File: src/rtl/modmul_pkg.sv
// Shared definitions for the modular-multiplier arbiter slice.
// Holds the field modulus, the default operand width and the tag-width helper.
package modmul_pkg;

  localparam int Q  = 3329;
  localparam int DW = 12;

  // Width of one tag entry: requester id bits plus one valid bit.
  function automatic int tag_w(input int num_req);
    return $clog2(num_req) + 1;
  endfunction

endpackage

File: src/rtl/modmul_arbiter_rr.sv
// rr_arbiter: round-robin pick of the first asserted request at or after ptr.
// Build option MODMUL_ARB_PRIO_EN: request 0 overrides the rotation and the
// rotation only covers requests 1..NUM_REQ-1.
module rr_arbiter #(
  parameter int NUM_REQ = 4,
  parameter int IW      = $clog2(NUM_REQ)
) (
  input  logic [NUM_REQ-1:0] req,
  input  logic [IW-1:0]      ptr,
  output logic [NUM_REQ-1:0] grant,
  output logic [IW-1:0]      grant_idx,
  output logic               grant_any
);

  logic [NUM_REQ-1:0] req_m;
  logic               prio_hit;
  logic               found;
  int                 idx;

  // Masked request vector: with the priority build, requester 0 is handled
  // outside the rotation.
  always_comb begin
`ifdef MODMUL_ARB_PRIO_EN
    req_m    = req;
    req_m[0] = 1'b0;
    prio_hit = req[0];
`else
    req_m    = req;
    prio_hit = 1'b0;
`endif
  end

  // Scan from the pointer, wrapping modulo NUM_REQ, and take the first hit.
  always_comb begin
    grant     = '0;
    grant_idx = '0;
    found     = 1'b0;
    idx       = 0;
    if (prio_hit) begin
      grant[0]  = 1'b1;
      grant_idx = '0;
      found     = 1'b1;
    end else begin
      for (int off = 0; off < NUM_REQ; off++) begin
        idx = int'(ptr) + off;
        if (idx >= NUM_REQ) begin
          idx = idx - NUM_REQ;
        end else begin
          idx = idx;
        end
        if (!found && req_m[idx]) begin
          grant[idx] = 1'b1;
          grant_idx  = IW'(idx);
          found      = 1'b1;
        end else begin
          found = found;
        end
      end
    end
    grant_any = found;
  end

endmodule

File: src/rtl/modmul_arbiter.sv
// modmul_arbiter: shares one fixed-latency modular multiplier (q = 3329)
// between NUM_REQ requesters. One issue per cycle, round-robin grant, and a
// tag pipe that routes each result back to its requester MUL_LAT+1 cycles
// after the handshake.
// Build option MODMUL_ARB_PRIO_EN: requester 0 gets absolute priority and its
// grants leave the round-robin pointer untouched.
module modmul_arbiter
  import modmul_pkg::*;
#(
  parameter int NUM_REQ = 4,
  parameter int DW      = modmul_pkg::DW,
  parameter int MUL_LAT = 2
) (
  input  logic                  clk,
  input  logic                  rst,
  input  logic [NUM_REQ-1:0]    req_valid,
  output logic [NUM_REQ-1:0]    req_ready,
  input  logic [NUM_REQ*DW-1:0] req_a,
  input  logic [NUM_REQ*DW-1:0] req_b,
  output logic [NUM_REQ-1:0]    resp_valid,
  output logic [DW-1:0]         resp_r,
  output logic [DW-1:0]         mm_a,
  output logic [DW-1:0]         mm_b,
  input  logic [DW-1:0]         mm_r,
  output logic                  idle
);

  localparam int IW = $clog2(NUM_REQ);
  localparam int TW = tag_w(NUM_REQ);

  logic [NUM_REQ-1:0] grant;
  logic [IW-1:0]      grant_idx;
  logic               grant_any;
  logic               handshake;
  logic [IW-1:0]      ptr;
  logic [IW-1:0]      ptr_nxt;
  logic [DW-1:0]      sel_a;
  logic [DW-1:0]      sel_b;
  logic [TW-1:0]      tag_pipe [0:MUL_LAT];
  logic [MUL_LAT:0]   tag_vld;
  logic [TW-1:0]      tag_last;

  rr_arbiter #(
    .NUM_REQ (NUM_REQ),
    .IW      (IW)
  ) u_rr (
    .req       (req_valid),
    .ptr       (ptr),
    .grant     (grant),
    .grant_idx (grant_idx),
    .grant_any (grant_any)
  );

  // Grant is suppressed while reset is held so nothing handshakes into a
  // pipe that is being cleared.
  always_comb begin
    if (rst) begin
      req_ready = '0;
      handshake = 1'b0;
    end else begin
      req_ready = grant;
      handshake = grant_any;
    end
  end

  // Next pointer: one past the granted requester, wrapping to 0.
  always_comb begin
    ptr_nxt = ptr;
    if (handshake) begin
`ifdef MODMUL_ARB_PRIO_EN
      if (grant_idx == IW'(0)) begin
        ptr_nxt = ptr;
      end else if (grant_idx == IW'(NUM_REQ - 1)) begin
        ptr_nxt = '0;
      end else begin
        ptr_nxt = grant_idx + IW'(1);
      end
`else
      if (grant_idx == IW'(NUM_REQ - 1)) begin
        ptr_nxt = '0;
      end else begin
        ptr_nxt = grant_idx + IW'(1);
      end
`endif
    end else begin
      ptr_nxt = ptr;
    end
  end

  // Round-robin pointer register.
  always_ff @(posedge clk or posedge rst) begin
    if (rst) begin
      ptr <= '0;
    end else begin
      ptr <= ptr_nxt;
    end
  end

  // Operand select for the granted requester.
  always_comb begin
    sel_a = req_a[int'(grant_idx)*DW +: DW];
    sel_b = req_b[int'(grant_idx)*DW +: DW];
  end

  // Multiplier operand registers; hold their value when nothing issues.
  always_ff @(posedge clk or posedge rst) begin
    if (rst) begin
      mm_a <= '0;
      mm_b <= '0;
    end else if (handshake) begin
      mm_a <= sel_a;
      mm_b <= sel_b;
    end else begin
      mm_a <= mm_a;
      mm_b <= mm_b;
    end
  end

  // Tag shift register: entry k is the op issued k+1 cycles ago; never stalls.
  always_ff @(posedge clk or posedge rst) begin
    if (rst) begin
      for (int i = 0; i <= MUL_LAT; i++) begin
        tag_pipe[i] <= '0;
      end
    end else begin
      if (handshake) begin
        tag_pipe[0] <= {1'b1, grant_idx};
      end else begin
        tag_pipe[0] <= '0;
      end
      for (int i = 1; i <= MUL_LAT; i++) begin
        tag_pipe[i] <= tag_pipe[i-1];
      end
    end
  end

  // Collect tag valid bits for the idle indication.
  always_comb begin
    tag_vld = '0;
    for (int i = 0; i <= MUL_LAT; i++) begin
      tag_vld[i] = tag_pipe[i][TW-1];
    end
  end

  // Response decode from the oldest tag; the result is the multiplier output.
  always_comb begin
    tag_last   = tag_pipe[MUL_LAT];
    resp_valid = '0;
    if (tag_last[TW-1]) begin
      resp_valid[tag_last[IW-1:0]] = 1'b1;
    end else begin
      resp_valid = '0;
    end
    resp_r = mm_r;
  end

  // Idle when nothing is requested and nothing is in flight.
  always_comb begin
    idle = ~|req_valid & ~|tag_vld;
  end

endmodule

File: config.mk
export PLATFORM = sky130hd
export DESIGN_NAME = modmul_arbiter
export DESIGN_NICKNAME = d
export VERILOG_FILES = /design/src/rtl/modmul_pkg.sv /design/src/rtl/modmul_arbiter_rr.sv /design/src/rtl/modmul_arbiter.sv
export SDC_FILE = /design/constraint.sdc
export NUM_CORES = 1
export LEC_CHECK = 0
export ABC_CLOCK_PERIOD_IN_PS = 4300
export BUFFER_PORTS_ARGS = -buffer_cell sky130_fd_sc_hd__buf_4
export CORE_ASPECT_RATIO = 1.1
export CORE_MARGIN = 5
export CORE_UTILIZATION = 43
export CTS_BUF_LIST = sky130_fd_sc_hd__clkbuf_4
export DETAILED_ROUTE_END_ITERATION = 8
export PLACE_DENSITY = 0.83
export SETUP_SLACK_MARGIN = 0.02
export SYNTH_ARGS = -nofsm -noshare
export SYNTH_HDL_FRONTEND = slang
export SYNTH_HIERARCHICAL = 1
export SYNTH_SLANG_ARGS = --single-unit
File: constraint.sdc
create_clock -name clk -period 4.3 [get_ports clk]
set_input_delay 0.645 -clock clk [delete_from_list [all_inputs] [get_ports clk]]
set_output_delay 0.645 -clock clk [all_outputs]
set_load 0.02 [all_outputs]
* After elaboration in Yosys (flattened, before gate mapping)
Index checks and enable logic that the tools add are counted.
Operators by class: muxes and demuxes 43, shifts and indexed selects 2, divide/modulo/power cells 0, equal/unequal tests 1, add/subtract/negate cells 8, multipliers 1, reduce and logical (&&, ||, !) cells 15, bitwise logic cells 4, order comparisons 14
Operators by type and width (number):
- $ge A32 B1 Y1 const B | 4
- $lt A32 B4 Y1 const B | 4
- $mux W32 | 4
- $ge A32 B4 Y1 const B | 3
- $sub A32 B4 Y32 const B | 3
- $shiftx A48 B32 Y12 | 1
- $shiftx A48 B7 Y12 | 1
- $mux W4 | 6
- $mux W1 | 18
- $or A4 B4 Y4 | 3
- $demux W1 S2 | 5
- $mux W2 | 5
- $bmux W1 S2 | 4
- $logic_and A1 B1 Y1 | 8
- $add A2 B2 Y3 const B | 2
- $logic_not A1 Y1 | 5
- $mul A2 B2 Y4 const B | 1
- $reduce_or A4 Y1 | 1
- $sub A2 B3 Y4 const B | 1
- $add A2 B1 Y3 const B | 1
- $ge A2 B3 Y1 const B | 1
- $lt A2 B3 Y1 const B | 1
- $mux W3 | 1
- $reduce_or A3 Y1 | 1
- 4 further kinds | 4
Word-level totals: logic and storage cells 94, bits in latches 0, register bits after elaboration 35, bits of input ports 114, bits in read-only memories 0, memories kept 0, memory bits (writable) 0, output and inout bits 45

* Logic depth before layout (Yosys ltp)
depth in word-level cells 17, depth in mapped cells 12, depth with buffers taken out 9

* Cells and area by module
Netlist, hierarchy kept.
Modules (own cells, without submodules):
- modmul_arbiter | times used 1, area an instance 2079.5 µm², cells an instance 123
- rr_arbiter | times used 1, area an instance 460.4 µm², cells an instance 48

* Worst setup path before layout
Ideal clock, no wire load.
path kind register to register, start reg ptr[0], end reg mm_a[10], setup time 0.125 ns, cell stages (with the launch flop) 13, arrival 2.946 ns, path slack 1.229 ns, clock period less this slack 3.071 ns, cell sequence dfrtp_1 buf_6 inv_1 ha_1 mux4_2 buf_6 nor4b_4 nor2_1 a32o_1 clkbuf_1 buf_2 mux4_2 mux2_4
Between the ends: word-level cells in the longest chain between the ends 17, elaborated cells on any way between the ends 44
RTL lines:
- start: declaration | line modmul_arbiter.sv:35 | logic [IW-1:0] ptr;
- start signal: assignment | line modmul_arbiter.sv:95 | ptr <= ptr_nxt;
- parallel branches: the longest is 14 deep, another holds $sub A32 B4 Y32
- $mux W2 (*) | line modmul_arbiter_rr.sv:51 | if (!found && req_m[idx]) begin
- net grant_idx[1] | line modmul_arbiter.sv:32 | logic [IW-1:0] grant_idx;
- $mul A2 B2 Y4 (*) | line modmul_arbiter.sv:101 | sel_a = req_a[int'(grant_idx)*DW +: DW];
- $shiftx A48 B32 Y12 (*) | line modmul_arbiter.sv:101
- end signal: assignment | line modmul_arbiter.sv:111 | mm_a <= sel_a;
- end signal: assignment | line modmul_arbiter.sv:114 | mm_a <= mm_a;
- end: declaration | line modmul_arbiter.sv:22 | output logic [DW-1:0] mm_a,
Mark *: on every way through the listed nets, which the timed path passes. The select of a mux whose other input is x is not followed. A chain may end at the register's enable or synchronous reset.

* Worst setup path in the final report
start reg ptr[0], end reg mm_b[9]
Between the ends: word-level cells in the longest chain between the ends 17, elaborated cells on any way between the ends 44
RTL lines:
- parallel branches: the longest is 14 deep, another holds $sub A32 B4 Y32
- $mux W2 (*) | line modmul_arbiter_rr.sv:51
- net grant_idx[0] | line modmul_arbiter.sv:32
- $mul A2 B2 Y4 (*) | line modmul_arbiter.sv:102 | sel_b = req_b[int'(grant_idx)*DW +: DW];
- $shiftx A48 B7 Y12 (*) | line modmul_arbiter.sv:102
- end signal: assignment | line modmul_arbiter.sv:112 | mm_b <= sel_b;
- end signal: assignment | line modmul_arbiter.sv:115 | mm_b <= mm_b;
- end: declaration | line modmul_arbiter.sv:23 | output logic [DW-1:0] mm_b,
Marked as above.

==> metrics.csv <==
metric,value,unit
largest net degree at the start of global routing,36,
die extent in y,90.6,um
Final min period,3.79,ns
wire length of the first global-routing pass,10.7,mm
"Primary FF master, synth",dfrtp_1,
Hold Crit Start,tag_pipe[3],
Pins Over Slew Limit,0,
Post-DRT Antenna Nets,0,
Die Area,7550,um^2
CP Data Required Time,4.52,ns
peak supply drop,0.000434,V
Sequential cell area,876,um^2
CTS sink cnt,35,
GPL Wtd Cong,0.813,
Filler cells,451,
Critical Path End Type,flop,
crit-path max FO,16,
setup violators final,0,
vias in the first global route,2266,
"Period Utilization, post-route",88.1,%
Worst Hold Class,reg -> reg,
Vias,1989,
synth unique cells,33,
Core ar.,5770,um^2
WP data arrival,4.01,ns
Worst Max-Slew Pin Slew,0.881,ns
IO buf count,134,
total grt overflow,0,
H-tree level count,2,
beginning of the critical path,ptr[0],
Clock transition at path regs,0.11,ns
clk_lat worst skew,0.33,ns
die width,83.3,um
nets,416,
R2R Path Start,ptr[0],
share of cells above drive strength 1,66.7,%
DRC viols,0,
Power Density,782,nW/um^2
kind of critical path,reg -> reg,
synthesized net count,294,
via/cell ratio,5.36,
Post-synth EDFFs,0,
unrepaired setup endpoints after global routing,false,
CTS buffer count,5,
n_diodes,0,
Multi-input gate area,1470,um^2
Setup TNS,0,ns
final hold vios,0,
Syn Inst Count,171,
yosys warns,6,
Final Skew,0.0113,ns
post_cts resized,0,
"Seq/Total Area, Yosys",34.5,%
initial core utilization,44.0,%
global-route total usage across every layer,17.7,%
max cap viols,0,
Pleak,1.72,nW
DR iter-0 viols,44,
mean area per synthesized cell,14.9,um^2
drt total wl,6.69,mm
fmax,264,MHz
detailed placement HPWL,5.58,mm
ys async rst share,100,%
register bit count reported by yosys,35,
root buffer cell,clkbuf_4,
initial antenna violation count,0,
Placed Area,3510,um^2
slew margin rel.,41.3,%
Avg WL per Cell,18.0,um
status,"finished, final reports clean",
num ports,159,
post-CTS setup buffers,0,
Startpoint Class,flop,
area delta synth->final,40.4,%
hold_buf cts,0,
Pre-antenna DRT Iters,4,
Power Total,2.79,mW
FP Rows,29,
Max clock buf depth,2,
CTS tree,yes,
Finished Cell Area,3570,um^2
Syn Std Cell Area,2540,um^2
worst paths after layout:
kind | cells after the start | to | slack (ns)
max | 8 | mm_b[9] | 0.51
min | 0 | tag_last[0] | 0.36
max reg2reg | 8 | mm_b[9] | 0.51
min reg2reg | 0 | tag_last[0] | 0.36
max in group asynchronous | 3 | tag_pipe[8] | 3.54
min in group asynchronous | 3 | ptr[1] | 0.44
sequential cells by signal, summed over array words and instances (netlist names):
signal    flops
mm_b         12
ptr           2
tag_last      3
tag_pipe      6
mm_a         12
where the power goes:
part	switching [mW]	total (mW)	internal, mW
sequential	0.132	0.623	0.491
clock	0.102	0.168	0.0668
combinational	0.860	2.00	1.14
total	1.09	2.79	1.70
layout by cell type (no fill, tap or decap), types with 4 or more instances in the layout:
cell type  synthesis  routed
inv_1              5       5
mux2_4            18      18
mux4_2            19      19
dfrtp_1           35      35
ha_1               9       9
clkbuf_4           0       6
o21ai_0            5       5
mux2_2            10      10
nor2_1             4       4
nor2b_1            5       4
a22oi_1            8       8
buf_4             13     138
mux4_1             9       9
through the flow:
stage	cells	setup WS, ns	hold WS, ns	util, %
2_1_floorplan	171	1.23	0.331	-
3_3_place_gp	363	0.639	0.334	60.9
3_5_place_dp	363	0.483	0.337	60.9
4_1_cts	371	0.454	0.359	61.8
5_1_grt	371	0.211	0.364	61.8
6_report	371	0.512	0.359	61.8
metal layers:
| metal | GRT usage [%] | up-vias | share of wire, % |
|---|---|---|---|
| met5 | 0 | - | 0 |
| met4 | 5.18 | 0 | 1.5 |
| met3 | 6.39 | 10 | 8.8 |
| met2 | 34.6 | 105 | 56 |
| met1 | 17.1 | 974 | 33 |
| li1 | - | 900 | - |
kinds of logic after synthesis:
group           Yosys count  share of synthesized area (%)
buf+inv                  29                           8.57
fa+ha+maj                 9                           4.43
compound gates           18                           4.88
mux                      57                           41.6
flops                    35                           34.5
simple gates             23                           6.01
Yosys cell counts, types with 2 or more instances:
master | instances | area, um^2
buf_2 | 4 | 20.0
dfrtp_1 | 35 | 876
buf_12 | 2 | 40.0
inv_1 | 5 | 18.8
nor2_1 | 4 | 15.0
o21ai_0 | 5 | 25.0
mux4_1 | 9 | 236
mux2_2 | 10 | 113
nor2b_1 | 5 | 31.3
ha_1 | 9 | 113
clkbuf_1 | 2 | 7.51
buf_6 | 3 | 33.8
mux4_2 | 19 | 428
mux2_4 | 18 | 270
buf_4 | 13 | 97.6
a22oi_1 | 8 | 60.1
and2_1 | 2 | 12.5
nor4_1 | 2 | 12.5
nand2_1 | 2 | 7.51
area by class of cell:
| class | instances | share of cell area [%] |
|---|---|---|
| Clock buffer | 6 | 1.26 |
| Clock inverter | 2 | 0.210 |
| Inverter | 5 | 0.526 |
| Multi-Input combinational cell | 107 | 41.1 |
| Sequential cell | 35 | 24.6 |
| Tap cell | 77 | 2.70 |
| Timing Repair Buffer | 139 | 29.6 |
critical path, cell delays in order (launching register included):
cell and delay [ns]:
dfrtp_1 0.73, inv_1 0.22, ha_1 0.40, mux4_2 0.38, a21oi_1 0.11, o31ai_4 0.72
buf_12 0.26, mux4_1 0.56, mux2_2 0.27
No activity file was read; power rests on OpenSTA's default activity.
